<file path="src/rtl/fir3_p2s.sv">
// Parallel-to-serial stage: buffers 3-sample blocks from the 3-parallel FIR and replays them one sample per cycle.
// Optional FIR3_P2S_LEVEL_EN adds a buffered-sample count output `level`.
module fir3_p2s #(
    parameter int DATA_W = 16,
    parameter int DEPTH  = 4
) (
    input  logic              clk,
    input  logic              rst_n,
    input  logic              flush,
    input  logic              in_valid,
    output logic              in_ready,
    input  logic [DATA_W-1:0] y3k,
    input  logic [DATA_W-1:0] y3k_1,
    input  logic [DATA_W-1:0] y3k_2,
    output logic              out_valid,
    input  logic              out_ready,
    output logic [DATA_W-1:0] yk
`ifdef FIR3_P2S_LEVEL_EN
    ,
    output logic [$clog2(3*DEPTH+1)-1:0] level
`endif
);

    localparam int AW = $clog2(DEPTH);
    localparam int CW = $clog2(DEPTH + 1);

    // Handshakes: a transfer happens on a rising edge where valid and ready are both high;
    // valid/ready here depend only on registered state, never on the other side's signal.

    typedef enum logic [1:0] {
        PH0 = 2'd0,
        PH1 = 2'd1,
        PH2 = 2'd2
    } phase_t;

    logic [DATA_W-1:0] lane0 [DEPTH];
    logic [DATA_W-1:0] lane1 [DEPTH];
    logic [DATA_W-1:0] lane2 [DEPTH];

    logic [AW-1:0] wptr;
    logic [AW-1:0] rptr;
    logic [CW-1:0] cnt;
    phase_t        phase;

    logic push;
    logic take;
    logic pop;

    assign in_ready  = (cnt != CW'(DEPTH));
    assign out_valid = (cnt != '0);

    // Flush masks both handshakes so the edge only clears state.
    assign push = in_valid && in_ready && !flush;
    assign take = out_valid && out_ready && !flush;
    assign pop  = take && (phase == PH2);

    always_ff @(posedge clk or negedge rst_n) begin
        if (!rst_n) begin
            wptr  <= '0;
            rptr  <= '0;
            cnt   <= '0;
            phase <= PH0;
        end else if (flush) begin
            wptr  <= '0;
            rptr  <= '0;
            cnt   <= '0;
            phase <= PH0;
        end else begin
            if (push) begin
                wptr <= wptr + AW'(1);
            end
            if (pop) begin
                rptr <= rptr + AW'(1);
            end
            if (take) begin
                case (phase)
                    PH0:     phase <= PH1;
                    PH1:     phase <= PH2;
                    default: phase <= PH0;
                endcase
            end
            case ({push, pop})
                2'b10:   cnt <= cnt + CW'(1);
                2'b01:   cnt <= cnt - CW'(1);
                default: cnt <= cnt;
            endcase
        end
    end

    // Sample storage carries no reset; validity is tracked entirely by cnt.
    always_ff @(posedge clk) begin
        if (push) begin
            lane0[wptr] <= y3k;
            lane1[wptr] <= y3k_1;
            lane2[wptr] <= y3k_2;
        end
    end

    always_comb begin
        yk = '0;
        if (out_valid) begin
            case (phase)
                PH0:     yk = lane0[rptr];
                PH1:     yk = lane1[rptr];
                default: yk = lane2[rptr];
            endcase
        end
    end

`ifdef FIR3_P2S_LEVEL_EN
    localparam int LW = $clog2(3*DEPTH+1);
    assign level = LW'(3 * cnt) - LW'(phase);
`endif

endmodule

</file>
<file path="config.mk">
export PLATFORM = sky130hd
export DESIGN_NAME = fir3_p2s
export DESIGN_NICKNAME = d
export VERILOG_FILES = /design/src/rtl/fir3_p2s.sv
export SDC_FILE = /design/constraint.sdc
export NUM_CORES = 1
export LEC_CHECK = 0
export ABC_AREA = 1
export CORE_ASPECT_RATIO = 1.4
export CORE_MARGIN = 10
export CORE_UTILIZATION = 57
export CTS_CLUSTER_DIAMETER = 80
export DETAILED_ROUTE_END_ITERATION = 8
export PLACE_DENSITY = 0.77
export SYNTH_ARGS = -nofsm -noshare
export SYNTH_HDL_FRONTEND = slang
export SYNTH_SLANG_ARGS = --single-unit
</file>
<file path="constraint.sdc">
create_clock -name clk -period 4.7 [get_ports clk]
set_input_delay 0.47 -clock clk [delete_from_list [all_inputs] [get_ports clk]]
set_output_delay 0.47 -clock clk [all_outputs]
set_load 0.005 [all_outputs]
</file>
# ---- After elaboration in Yosys (flattened, before gate mapping)
# Memories as Yosys holds them, arrays and structs flattened.
# Index checks and enable logic that the tools add are counted.
dict set report word_totals {
  reg_bits 9
  ram_bits 192
  out_inout_bits 18
  memories 3
}
# name depth word_bits read_ports rd_clocked_by_memory_dff write_ports line
set memory_table {}
lappend memory_table {lane0 4 16 1 0 1 36} ;# logic [DATA_W-1:0] lane0 [DEPTH];
lappend memory_table {lane1 4 16 1 0 1 37} ;# logic [DATA_W-1:0] lane1 [DEPTH];
lappend memory_table {lane2 4 16 1 0 1 38} ;# logic [DATA_W-1:0] lane2 [DEPTH];
dict set report op_classes {
  add_sub_neg 4
  eq_ne 5
  muxes 13
  reduce_logical 12
}
# op count
set ops {}
lappend ops {{$pmux W16 S2} 1}
lappend ops {{$mux W16} 1}
lappend ops {{$mux W2} 6}
lappend ops {{$pmux W3 S2} 1}
lappend ops {{$reduce_bool A2 Y1} 3}
lappend ops {{$reduce_bool A3 Y1} 2}
lappend ops {{$logic_and A1 B1 Y1} 5}
lappend ops {{$add A2 B1 Y2 const B} 2}
lappend ops {{$eq A2 B1 Y1 const B} 2}
lappend ops {{$eq A2 B2 Y1 const B} 2}
lappend ops {{$pmux W2 S2} 1}
lappend ops {{$add A3 B1 Y3 const B} 1}
lappend ops {{$mux W3} 1}
lappend ops {{$ne A3 B3 Y1 const B} 1}
lappend ops {{$sub A3 B1 Y3 const B} 1}
lappend ops {{$logic_not A2 Y1} 1}
lappend ops {{$mux W1} 2}
lappend ops {{$logic_not A1 Y1} 1}

# ---- Depth between registers and ports, before layout
dict set report logic_depth {
  word_depth 7
  mapped_depth 12
  mapped_depth_nobuf 12
}

# ---- Worst setup path after synthesis
# No wires, ideal clock.
dict set report synth_path {
  path_type {register to register}
  from {register cnt[0]}
  to {memory lane0[0][0], enable pin}
  arrival_time_ps 2942
  required_ps 4246
  slack_ps 1304
  path_stages_with_launch 7
  path_buffers 0
  synth_period_minus_slack_ps 3396
  path_cell_list {dfrtp_1 -> nor2_2 -> nand2_1 -> nand2_2 -> nor2_2 -> inv_1 -> nor2_1}
}
dict set report synth_via {
  elab_chain_len 5
}
# element line
set synth_lines {}
lappend synth_lines {{start: declaration} 42} ;# logic [CW-1:0] cnt;
lappend synth_lines {{start signal: assignment} 83} ;# 2'b10: cnt <= cnt + CW'(1);
lappend synth_lines {{start signal: assignment} 84} ;# 2'b01: cnt <= cnt - CW'(1);
lappend synth_lines {{start signal: assignment} 85} ;# default: cnt <= cnt;
lappend synth_lines {{$ne A3 B3 Y1} 49} ;# assign in_ready = (cnt != CW'(DEPTH));
lappend synth_lines {{via in_ready} 11} ;# output logic in_ready,
lappend synth_lines {{$logic_and A1 B1 Y1 (2 in series)} 53} ;# assign push = in_valid && in_ready && !flush;
lappend synth_lines {{$mux W1} 92} ;# if (push) begin
lappend synth_lines {{$mux W1 (not written as such)} 93} ;# lane0[wptr] <= y3k;
lappend synth_lines {{end: declaration} 36}
# The timed path passes the listed nets, and every way through them passes these cells.

# ---- Worst setup path after layout
dict set report layout_path {
  from {register phase[1]}
  to {output yk[5]}
}
dict set report layout_via {
  elab_chain_len 3
  word_cells_on_any_way 4
  cone_classes {eq/ne: 1; mux: 2; reduce/logical: 1}
}
# element line
set layout_lines {}
lappend layout_lines {{start: declaration} 43} ;# phase_t phase;
lappend layout_lines {{start signal: assignment} 62} ;# phase <= PH0;
lappend layout_lines {{start signal: assignment} 67} ;# phase <= PH0;
lappend layout_lines {{start signal: assignment} 77} ;# PH0: phase <= PH1;
lappend layout_lines {{$eq A2 B1 Y1 or $logic_not A2 Y1 (tied branches)} 102} ;# case (phase)
lappend layout_lines {{$pmux W16 S2 *} 102}
lappend layout_lines {{$mux W16 *} 101} ;# if (out_valid) begin
lappend layout_lines {{end: declaration} 17} ;# output logic [DATA_W-1:0] yk
# Every way passes the cells marked *; elsewhere a longest branch is shown, timed or not.

==> reports/results.ini <==
[detailed_routing]
post_drt_wl_per_cell_um = 21.0
drtAntennaViolNets = 0
finalWirelength_mm = 18.0
first_pass_iters = 5
drtIter0Drc = 632
viasPerCell = 5.91
route.detailed.drc = 0
vias = 5065

[outcome]
status = finished clean

[cells_and_area]
nFillCells = 940
layout.nets = 718
area_growth_pct = 16.7
drive_gt1_frac = 0.104
antennaDiodeCount = 0
utilization = 0.678

[setup_path]
path_cells = nor2_1 -> inv_1 -> a21oi_1 -> o21ai_1 -> nand2_1 -> nor2_1 -> clkdlybuf4s50_1
critPathSlowestCell = nor2_1
critPathMaxStageDelay_ns = 0.86
start_kind = flop
r2r_cells = 7
worstReg2RegEnd = lane1[3][10]$_DFFE_PP_
worstReg2RegStart = cnt[0]$_DFFE_PN0P_
setup.reg_to_reg.worst_slack_ns = 1.99
endpoint_kind = primary output
critPathArrivalTime_ns = 3.30
required_ns = 4.23
path_class = flop to primary output
path_max_fanout = 19
cp_common_cell = nor2_1

[grt]
antenna_found_initial = 0
grt_usage = 0.181
overflow = 0
grt_pass1_wl_mm = 27.9
grt_pass1_vias = 5112
grt_max_degree = 98

[synth]
synth_edf_count = 192
ys.flop_type = edfxtp_1
synth-async-reset-ratio = 0.0448
syn_avg_cell_area_sq_um = 13.6
synth_top_area_share = 0.710
ys_top_cells_by_count = edfxtp_1, nand2_1, nor2_1
yosysWarnings = 0
synth_cells = 599
synth_largest_area_cell = edfxtp_1
ys_types = 30
synth_area_leaders = edfxtp_1, o21ai_0, nand2_1, nor2_1, dfrtp_1
syn-cell-area_sq_um = 8120
synth_most_common_cell = edfxtp_1
syn_nets = 657
yosysSeqAreaShare = 0.738
ys_seq_elements = 201

[cts]
cts.path.max_buffers = 3
clock_sinks = 201
cts_htree_levels = 1
cts_tree = built
post-cts-setup-buffers = 0
ctsResizeCount = 0
cts_buffers = 19
path_clk_slew_ns = 0.06
cts_hold_buf = 0
cts_root_buf = clkbuf_16
clkLatencyLatePin_ns = 0.48

[sta]
worst_pin_slew_ns = 0.964
setup_tns_ns = 0
finalSetupViolations = 0
min_period_over_period = 0.802
fin_crit_ns = 3.77
clock.fmax_mhz = 265
rsz0062_at_grt = false
hold_viol = 0
slew_viol_final = 0
skew_ns = 0.00522
slew_headroom = 0.355

[pwr]
power.total_mw = 3.89
ir_drop_uv = 315
power_leakage_nw = 3.28
powerDensity_nw_per_um2 = 411

[floorplan]
die_x_um = 121
rows = 51
fp.coreArea_sq_um = 14000
start_util = 0.581
ioPinCount = 71
dieArea_sq_um = 19500
dieHeight_um = 161

[place]
io_buffers = 70
routabilityCongestion = 0.800
dp_hpwl_mm = 11.2

[min_path]
hold_path_class = input port to asynchronous set/reset pin

[flow_run]
maxCapViolations = 0

[logic make-up (layout without fill, tap and decap cells)]
kind of cell	after synthesis	after routing	synth area share
compound gates	167	167	0.124
xor+xnor	1	1	0.00108
fa+ha+maj	5	5	0.00863
buf+inv	54	127	0.0370
flops	201	201	0.738
simple gates	171	171	0.0911
[how the worst max path moves through the flow]
stage | start | end | slack (ns) | cells after the start
global route | phase[1]$_DFFE_PN0P_ | yk[5] | 0.82 | 7
global placement | phase[1]$_DFFE_PN0P_ | yk[5] | 1.55 | 7
finish | phase[1]$_DFFE_PN0P_ | yk[5] | 0.93 | 7
detailed placement | phase[1]$_DFFE_PN0P_ | yk[5] | 1.47 | 7
CTS | phase[1]$_DFFE_PN0P_ | yk[5] | 0.94 | 7
floorplan | cnt[0]$_DFFE_PN0P_ | lane0[0][0]$_DFFE_PP_ | 1.30 | 6
[layer usage]
metal	vias to the layer above	track usage	wire [um]
li1	2333	-	-
met1	2492	0.222	6870
met2	203	0.318	9620
met3	37	0.0283	1130
met4	0	0.0572	369
met5	-	0	0
[area by class of cell]
cell class	instances	area (sq um)	area share
multi-input cells	344	1860	0.196
well taps	185	231	0.0244
clock inverters	11	92.6	0.00977
inverters	18	70.1	0.00739
flip-flops and latches	201	5990	0.632
repair buffers	76	746	0.0787
clock buffers	22	487	0.0514
[sequential cells by signal, summed over array words and instances (netlist names)]
register,flops
phase,2
wptr,2
lane1,64
cnt,3
lane0,64
rptr,2
lane2,64
[cell usage in the layout (no fill, tap or decap), types with 6 or more instances in the layout]
master and n:
nor2_1 68, nand2_1 72, o221ai_1 17, buf_4 6, inv_2 6, a21oi_1 35
inv_1 11, clkdlybuf4s50_1 70, or2_2 13, clkbuf_16 19, nor2_4 7, edfxtp_1 192
o211ai_1 28, o21ai_0 65, a22oi_1 12, dfrtp_1 8
[critical path: cells and delay by family (launching register included)]
kind | cells | cell delay (ns)
buffers and inverters | 2 | 0.86
AOI/OAI and AO/OA | 2 | 0.33
DFF | 1 | 0.65
and+or+nand+nor | 3 | 0.99
[stage by stage]
| step | hold WS [ns] | worst slack, ns | std cells | area (sq um) |
|---|---|---|---|---|
| 3_5_place_dp | 0.576 | 1.47 | 824 | 8900 |
| 3_3_place_gp | 0.547 | 1.55 | 824 | 8900 |
| 2_1_floorplan | 0.174 | 1.30 | 599 | 8120 |
| 6_report | 0.312 | 0.930 | 857 | 9480 |
| 4_1_cts | 0.313 | 0.945 | 857 | 9480 |
| 5_1_grt | 0.321 | 0.815 | 857 | 9480 |
[power by group]
| part | switching (mW) | internal, mW | total, mW |
|---|---|---|---|
| Sequential | 0.0248 | 2.03 | 2.05 |
| Clock | 0.615 | 0.804 | 1.42 |
| Combinational | 0.243 | 0.177 | 0.420 |
| Total | 0.883 | 3.01 | 3.89 |
Power figures use the tool's default switching activity.
